`src/rtl/dmem_arbiter_if.sv`:
```
// Bundles the core, loader and data-memory signals that meet at the dmem arbiter.
// The slave modport is the arbiter's view; the master modport is the surrounding system's view.
interface dmem_arbiter_if #(
    parameter int unsigned ADDR_W = 32,
    parameter int unsigned DATA_W = 32
);
    logic              core_req;
    logic              core_we;
    logic [ADDR_W-1:0] core_addr;
    logic [DATA_W-1:0] core_wdata;
    logic [DATA_W-1:0] core_rdata;
    logic              core_stall;

    logic              ldr_req;
    logic              ldr_we;
    logic [ADDR_W-1:0] ldr_addr;
    logic [DATA_W-1:0] ldr_wdata;
    logic              ldr_gnt;
    logic [DATA_W-1:0] ldr_rdata;
    logic              ldr_rvalid;

    logic              mem_we;
    logic [ADDR_W-1:0] mem_addr;
    logic [DATA_W-1:0] mem_wdata;
    logic [DATA_W-1:0] mem_rdata;

    modport slave (
        input  core_req, core_we, core_addr, core_wdata,
        output core_rdata, core_stall,
        input  ldr_req, ldr_we, ldr_addr, ldr_wdata,
        output ldr_gnt, ldr_rdata, ldr_rvalid,
        output mem_we, mem_addr, mem_wdata,
        input  mem_rdata
    );

    modport master (
        output core_req, core_we, core_addr, core_wdata,
        input  core_rdata, core_stall,
        output ldr_req, ldr_we, ldr_addr, ldr_wdata,
        input  ldr_gnt, ldr_rdata, ldr_rvalid,
        input  mem_we, mem_addr, mem_wdata,
        output mem_rdata
    );
endinterface

```
`src/rtl/dmem_arbiter.sv`:
```
// Core/loader arbiter for the single-port data memory; core has priority, loader waits at most
// MAX_WAIT cycles. Define DMEM_ARB_STATS_EN to add stall/grant statistic counters.
module dmem_arbiter #(
    parameter int unsigned ADDR_W   = 32,
    parameter int unsigned DATA_W   = 32,
    parameter int unsigned MAX_WAIT = 4
) (
    input  logic                clk,
    input  logic                rst,
`ifdef DMEM_ARB_STATS_EN
    output logic [31:0]         stat_core_stalls,
    output logic [31:0]         stat_ldr_grants,
`endif
    dmem_arbiter_if.slave       bus
);
    localparam logic [3:0] MaxWait = 4'(MAX_WAIT);

    logic              ldrWin;
    logic [3:0]        waitCnt_q, waitCnt_d;
    logic              ldrRvalid_q, ldrRvalid_d;
    logic [DATA_W-1:0] ldrRdata_q, ldrRdata_d;

    // Grant and memory mux are purely combinational so the winner accesses memory this cycle.
    always_comb begin
        ldrWin         = bus.ldr_req & (~bus.core_req | (waitCnt_q == MaxWait));
        bus.ldr_gnt    = ldrWin;
        bus.core_stall = bus.core_req & ldrWin;
        bus.core_rdata = bus.mem_rdata;
        if (ldrWin) begin
            bus.mem_addr  = bus.ldr_addr;
            bus.mem_wdata = bus.ldr_wdata;
            bus.mem_we    = bus.ldr_we;
        end else begin
            bus.mem_addr  = bus.core_addr;
            bus.mem_wdata = bus.core_wdata;
            bus.mem_we    = bus.core_req & bus.core_we;
        end
        // No memory write may land in a reset cycle.
        if (rst) begin
            bus.mem_we = 1'b0;
        end
    end

    always_comb begin
        waitCnt_d = waitCnt_q;
        if (ldrWin || !bus.ldr_req) begin
            waitCnt_d = 4'd0;
        end else if (bus.core_req && waitCnt_q < MaxWait) begin
            waitCnt_d = waitCnt_q + 4'd1;
        end
    end

    always_comb begin
        ldrRvalid_d = 1'b0;
        ldrRdata_d  = ldrRdata_q;
        if (ldrWin && !bus.ldr_we) begin
            ldrRvalid_d = 1'b1;
            ldrRdata_d  = bus.mem_rdata;
        end
    end

    always_ff @(posedge clk) begin
        if (rst) begin
            waitCnt_q   <= 4'd0;
            ldrRvalid_q <= 1'b0;
            ldrRdata_q  <= '0;
        end else begin
            waitCnt_q   <= waitCnt_d;
            ldrRvalid_q <= ldrRvalid_d;
            ldrRdata_q  <= ldrRdata_d;
        end
    end

    assign bus.ldr_rvalid = ldrRvalid_q;
    assign bus.ldr_rdata  = ldrRdata_q;

`ifdef DMEM_ARB_STATS_EN
    logic [31:0] statStalls_q, statGrants_q;

    always_ff @(posedge clk) begin
        if (rst) begin
            statStalls_q <= '0;
            statGrants_q <= '0;
        end else begin
            if (bus.core_stall) statStalls_q <= statStalls_q + 32'd1;
            if (ldrWin)         statGrants_q <= statGrants_q + 32'd1;
        end
    end

    assign stat_core_stalls = statStalls_q;
    assign stat_ldr_grants  = statGrants_q;
`endif
endmodule

```
`src/flat_wrapper.sv`:
```
// flat-port wrapper written by rule: the top's interface ports become plain ports
module dmem_arbiter_flat 
#(
    parameter int unsigned ADDR_W   = 32,
    parameter int unsigned DATA_W   = 32,
    parameter int unsigned MAX_WAIT = 4
)
  (clk, rst, bus_core_req, bus_core_we, bus_core_addr, bus_core_wdata, bus_core_rdata, bus_core_stall, bus_ldr_req, bus_ldr_we, bus_ldr_addr, bus_ldr_wdata, bus_ldr_gnt, bus_ldr_rdata, bus_ldr_rvalid, bus_mem_we, bus_mem_addr, bus_mem_wdata, bus_mem_rdata);
  dmem_arbiter_if #(.ADDR_W(ADDR_W), .DATA_W(DATA_W)) bus_i ();
  input  logic clk;
  input  logic rst;
  input wire logic [$bits(bus_i.core_req)-1:0] bus_core_req;
  input wire logic [$bits(bus_i.core_we)-1:0] bus_core_we;
  input wire logic [$bits(bus_i.core_addr)-1:0] bus_core_addr;
  input wire logic [$bits(bus_i.core_wdata)-1:0] bus_core_wdata;
  output wire logic [$bits(bus_i.core_rdata)-1:0] bus_core_rdata;
  output wire logic [$bits(bus_i.core_stall)-1:0] bus_core_stall;
  input wire logic [$bits(bus_i.ldr_req)-1:0] bus_ldr_req;
  input wire logic [$bits(bus_i.ldr_we)-1:0] bus_ldr_we;
  input wire logic [$bits(bus_i.ldr_addr)-1:0] bus_ldr_addr;
  input wire logic [$bits(bus_i.ldr_wdata)-1:0] bus_ldr_wdata;
  output wire logic [$bits(bus_i.ldr_gnt)-1:0] bus_ldr_gnt;
  output wire logic [$bits(bus_i.ldr_rdata)-1:0] bus_ldr_rdata;
  output wire logic [$bits(bus_i.ldr_rvalid)-1:0] bus_ldr_rvalid;
  output wire logic [$bits(bus_i.mem_we)-1:0] bus_mem_we;
  output wire logic [$bits(bus_i.mem_addr)-1:0] bus_mem_addr;
  output wire logic [$bits(bus_i.mem_wdata)-1:0] bus_mem_wdata;
  input wire logic [$bits(bus_i.mem_rdata)-1:0] bus_mem_rdata;
  assign bus_i.core_req = bus_core_req;
  assign bus_i.core_we = bus_core_we;
  assign bus_i.core_addr = bus_core_addr;
  assign bus_i.core_wdata = bus_core_wdata;
  assign bus_core_rdata = bus_i.core_rdata;
  assign bus_core_stall = bus_i.core_stall;
  assign bus_i.ldr_req = bus_ldr_req;
  assign bus_i.ldr_we = bus_ldr_we;
  assign bus_i.ldr_addr = bus_ldr_addr;
  assign bus_i.ldr_wdata = bus_ldr_wdata;
  assign bus_ldr_gnt = bus_i.ldr_gnt;
  assign bus_ldr_rdata = bus_i.ldr_rdata;
  assign bus_ldr_rvalid = bus_i.ldr_rvalid;
  assign bus_mem_we = bus_i.mem_we;
  assign bus_mem_addr = bus_i.mem_addr;
  assign bus_mem_wdata = bus_i.mem_wdata;
  assign bus_i.mem_rdata = bus_mem_rdata;
  dmem_arbiter #(.ADDR_W(ADDR_W), .DATA_W(DATA_W), .MAX_WAIT(MAX_WAIT)) u_core (.clk(clk), .rst(rst), .bus(bus_i));
endmodule
```
`config.mk`:
```
export PLATFORM = sky130hd
export DESIGN_NAME = dmem_arbiter_flat
export DESIGN_NICKNAME = d
export VERILOG_FILES = /design/src/rtl/dmem_arbiter_if.sv /design/src/rtl/dmem_arbiter.sv /design/src/flat_wrapper.sv
export SDC_FILE = /design/constraint.sdc
export NUM_CORES = 1
export LEC_CHECK = 0
export ABC_CLOCK_PERIOD_IN_PS = 4120
export CAP_MARGIN = 25
export CORE_AREA = 5 5 112 114
export DETAILED_ROUTE_END_ITERATION = 8
export DIE_AREA = 0 0 117 119
export PLACE_DENSITY = 0.71
export SYNTH_ARGS = -nofsm -noshare
export SYNTH_HDL_FRONTEND = slang
export SYNTH_SLANG_ARGS = --single-unit
```
`constraint.sdc`:
```
create_clock -name clk -period 4.12 [get_ports clk]
set_input_delay 0.412 -clock clk [delete_from_list [all_inputs] [get_ports clk]]
set_output_delay 0.412 -clock clk [all_outputs]
set_load 0.03 [all_outputs]
```
Word level (Yosys, flattened, before mapping)
Index checks and enable logic that the tools add are counted.

Add/sub/neg operators: 1. Order comparisons: 1. Eq/ne operators: 1. Muxes and demuxes: 5. Bitwise operators: 5. Reductions and logical operators: 6.

Operators by type and width (count): 2-to-1 mux 32 bit (2); adder 4 x 1 -> 4 bit, second input constant (1); equality test 4 x 3 -> 1 bit, second input constant (1); less-than comparator 4 x 3 -> 1 bit, second input constant (1); AND 1 bit (3); 2-to-1 mux 1 bit (3); logical AND 1 bit (2); zero test 1 bit (2); OR reduction 2 bit (1); logical OR 1 bit (1); inverter 1 bit (1); bitwise OR 1 bit (1).

Flip-flop bits (word level): 37. Bits of input ports: 166. Output and inout port bits: 132. Logic and storage cells: 22.

Logic depth before layout (Yosys ltp)
Word-level depth: 5. Depth in mapped cells: 7. Depth with buffers taken out: 5.

Worst setup path before layout
Ideal clock, no wire load.

Path kind: register to output. From: register u_core.waitCnt_q[0]. To: output bus_mem_addr[10]. Data arrival time: 1.627 ns. Required time: 3.708 ns. Slack: 2.081 ns. Cell stages (with the launch flop): 8. Path buffers: 2. Path through: dfxtp_1 -> inv_1 -> ha_1 -> nand3b_4 -> a21oi_2 -> buf_4 -> buf_4 -> mux2_1.

Longest elaborated chain between the ends: 4.

RTL lines: start, declared (RTL line dmem_arbiter.sv:19) `logic [3:0] waitCnt_q, waitCnt_d;`; start signal, assigned (RTL line dmem_arbiter.sv:68) `waitCnt_q <= waitCnt_d;`; equality test 4 x 3 -> 1 bit (RTL line dmem_arbiter.sv:25) `ldrWin = bus.ldr_req & (~bus.core_req | (waitCnt_q == MaxWait));`; bitwise OR 1 bit (RTL line dmem_arbiter.sv:25); AND 1 bit (RTL line dmem_arbiter.sv:25); 2-to-1 mux 32 bit (RTL line dmem_arbiter.sv:29) `if (ldrWin) begin`; end, declared (RTL line flat_wrapper.sv:26) `output wire logic [$bits(bus_i.mem_addr)-1:0] bus_mem_addr;`.

No other way between the ends.

Worst setup path after layout
From: input bus_core_req. To: output bus_mem_addr[25].

Longest elaborated chain between the ends: 4.

RTL lines: start, declared (RTL line flat_wrapper.sv:12) `input wire logic [$bits(bus_i.core_req)-1:0] bus_core_req;`; inverter 1 bit (RTL line dmem_arbiter.sv:25); bitwise OR 1 bit (RTL line dmem_arbiter.sv:25); AND 1 bit (RTL line dmem_arbiter.sv:25); 2-to-1 mux 32 bit (RTL line dmem_arbiter.sv:29).

No other way between the ends.

==> reports/qor.yml <==
yosys:
  synth_seq_cells: 37
  synth_top_area_frac: 0.273
  synth.largest_area_cell: "dfxtp_1"
  syn_inst: 271
  synth_cell_type_count: 24
  synth_most_common_cell: "nand2b_1"
  ys.warnings.count: 0
  async_flop_share: 0
  synthTopCellsByCount: "nand2b_1 (64), mux2_1 (40), buf_4 (37), dfxtp_1 (37), mux2i_1 (33)"
  synth_sequential_area_ratio: 0.273
  syn_area_per_cell_um2: 10.0
  mappedNetlistArea_um2: 2720
  postSynthNetCount: 439
  synthTopCellsByArea: "dfxtp_1 (27%), mux2_1 (17%), nand2b_1 (15%)"
  synth_flop_cell: "dfxtp_1"
  synth_edf_count: 0
grt:
  grt_start_max_net_pins: 67
  grt_pass1_vias: 3123
  antenna_violations_before_repair: 1
  grt.total_usage: 0.180
  global_route.overflow_total: 0
  grt_first_pass_wirelength_mm: 18.8
run:
  cap_viol_max_count: 0
die:
  std_cell_rows: 39
  design.die.area_um2: 13900
  initial_utilization: 0.240
  die_width_um: 117
  count_of_pins_on_the_block_boundary: 298
  area_of_the_core_region_um2: 11300
  die_height_um: 119
timing:
  hold-worst-slack_ns: 0.472
  final_hold_fails: 0
  unrepaired_setup_endpoints_after_global_routing: "no"
  fmax_ghz: 0.311
  worst-slew-pin-transition_ns: 0.583
  slew-limit-headroom: 0.611
  setup_viol_count_final: 0
  final_worst_path_period_need_ns: 3.21
  setup-tns-final_ns: 0
  post-route-period-util: 0.779
  timing.clock.skew_ns: 0.00773
  setup_slack_ns: 0.909
  timing.final.max_slew_violations: 0
clock_tree:
  clock_sink_count: 37
  path_clk_slew_ns: 0.06
  setup_fix_buffers_added_after_clock_tree_synthesis: 0
  root_buffer_cell: "clkbuf_16"
  cts_hold_buffers_added: 0
  worst_skew_pair.late_latency_ns: 0.28
  cts_tree: "done"
  cts_resized: 0
  tritoncts.num_buffers: 5
  cts_max_path_buffers: 2
  htree_num_levels: 2
routing:
  detailedRoute.firstPassIterationCount: 4
  route.detailed.vias_per_inst: 4.31
  num_vias: 2898
  post_drt_wl_per_cell_um: 20.2
  route.final.wire_length_mm: 13.6
  post-route-drc-count: 0
  ant_nets: 0
  drt_first_iter_violations: 95
pwr:
  combinationalPowerShare: 0.428
  power.share.switching: 0.312
  ir_worst_vdd_mv: 0.197
  p_per_area_nw_per_um2: 249
  cellInternalPower_w: 0.000982
  netsw_w: 0.000445
  share_clk_of_total_power: 0.309
  static-leakage-power_nw: 2.07
  power.share.sequential: 0.263
placement:
  place_hpwl_mm: 11.5
  io_buffer_count: 297
  placement.cell_area_um2: 5550
  place_ws_ns: 0.934
  routabilityCongestion: 0.851
worst_setup_path:
  cp.arrival_ns: 2.80
  timing_worst_setup_path_type: "in -> out"
  critPathMaxFanout: 42
  setup.worst_path.end_class: "output pin"
  critPathRequiredTime_ns: 3.71
  critical_path.startpoint_type: "input port"
cells_and_area:
  final_cell_area_um2: 5720
  antenna_diode_count: 0
  nets: 697
  area.growth.synth_to_final_pct: 111
  drive_gt1_frac: 0.0717
worst_hold_path:
  timing.hold.worst.class: "reg -> reg"
outcome:
  outcome: "complete, no violations"
==> flip-flops by register name, indices dropped and copies added (netlist names) <==
name / cells
u_core.bus.ldr_rdata: 32
u_core.bus.ldr_rvalid: 1
u_core.waitCnt_q: 4
==> cell type report <==
cell class / instances / area, µm²
Tap cell: 143 / 179
Inverter: 5 / 18.8
Multi-Input combinational cell: 179 / 1610
Timing Repair Buffer: 301 / 3000
Sequential cell: 37 / 741
Clock inverter: 2 / 38.8
Fill cell: 1026 / 5600
Clock buffer: 6 / 129
==> logic make-up after synthesis <==
kind of cell / count (synthesis) / synth area share
simple gates: 73 / 0.171
flops: 37 / 0.273
fa+ha+maj: 2 / 0.00921
buf+inv: 55 / 0.137
compound gates: 6 / 0.0207
mux: 97 / 0.387
xor+xnor: 1 / 0.00322
==> stage by stage <==
stage,instances,utilization,power (W)
after global placement,665,0.491,0.000992
after CTS,673,0.505,0.00145
final,673,0.505,0.00143
after global routing,673,0.505,0.00148
after detailed placement,665,0.491,0.000997
after floorplan,271,-,0.000680
==> layer usage <==
layer | global-route usage | wire length [µm] | part of all wire | up-vias
met4 | 0.0430 | 206 | 0.015 | 2
met2 | 0.332 | 7010 | 0.52 | 158
met1 | 0.191 | 4860 | 0.36 | 1326
li1 | - | - | - | 1396
met5 | 0 | 12 | 0.00088 | -
met3 | 0.0659 | 1480 | 0.11 | 16
==> critical path, cell delays in order <==
cell and delay, ns:
clkdlybuf4s50_1 0.63, a21oi_4 0.22, buf_4 0.47, mux2_1 0.40
clkdlybuf4s50_1 0.65
==> power groups by stage <==
stage	Combinational, W	Clock, W	Sequential, W
after global routing	0.000636	0.000472	0.000377
after global placement	0.000610	0	0.000383
after floorplan	0.000275	0	0.000405
after CTS	0.000617	0.000460	0.000375
after detailed placement	0.000613	0	0.000383
final	0.000610	0.000441	0.000375
==> cells in the final DEF, fill, tap and decap left out, types with 2 or more instances in the layout <==
master           instances
inv_1                    5
mux2i_1                 33
ha_1                     2
mux2_2                  24
mux2_1                  40
dfxtp_1                 37
clkdlybuf4s50_1        297
nor2_1                   4
nand2b_1                64
clkbuf_16                5
buf_4                    4
==> worst paths after layout <==
| check | startpoint | to | slack [ns] | depth (start not counted) |
|---|---|---|---|---|
| worst max-delay path | bus_core_req | bus_mem_addr[25] | 0.91 | 5 |
| worst min-delay path | u_core.bus.ldr_rdata[22] | u_core.bus.ldr_rdata[22] | 0.47 | 2 |
| worst max register to register | u_core.waitCnt_q[0] | u_core.bus.ldr_rdata[4] | 2.27 | 6 |
| worst min register to register | u_core.bus.ldr_rdata[22] | u_core.bus.ldr_rdata[22] | 0.47 | 2 |
No activity file was read; power rests on OpenSTA's default activity.
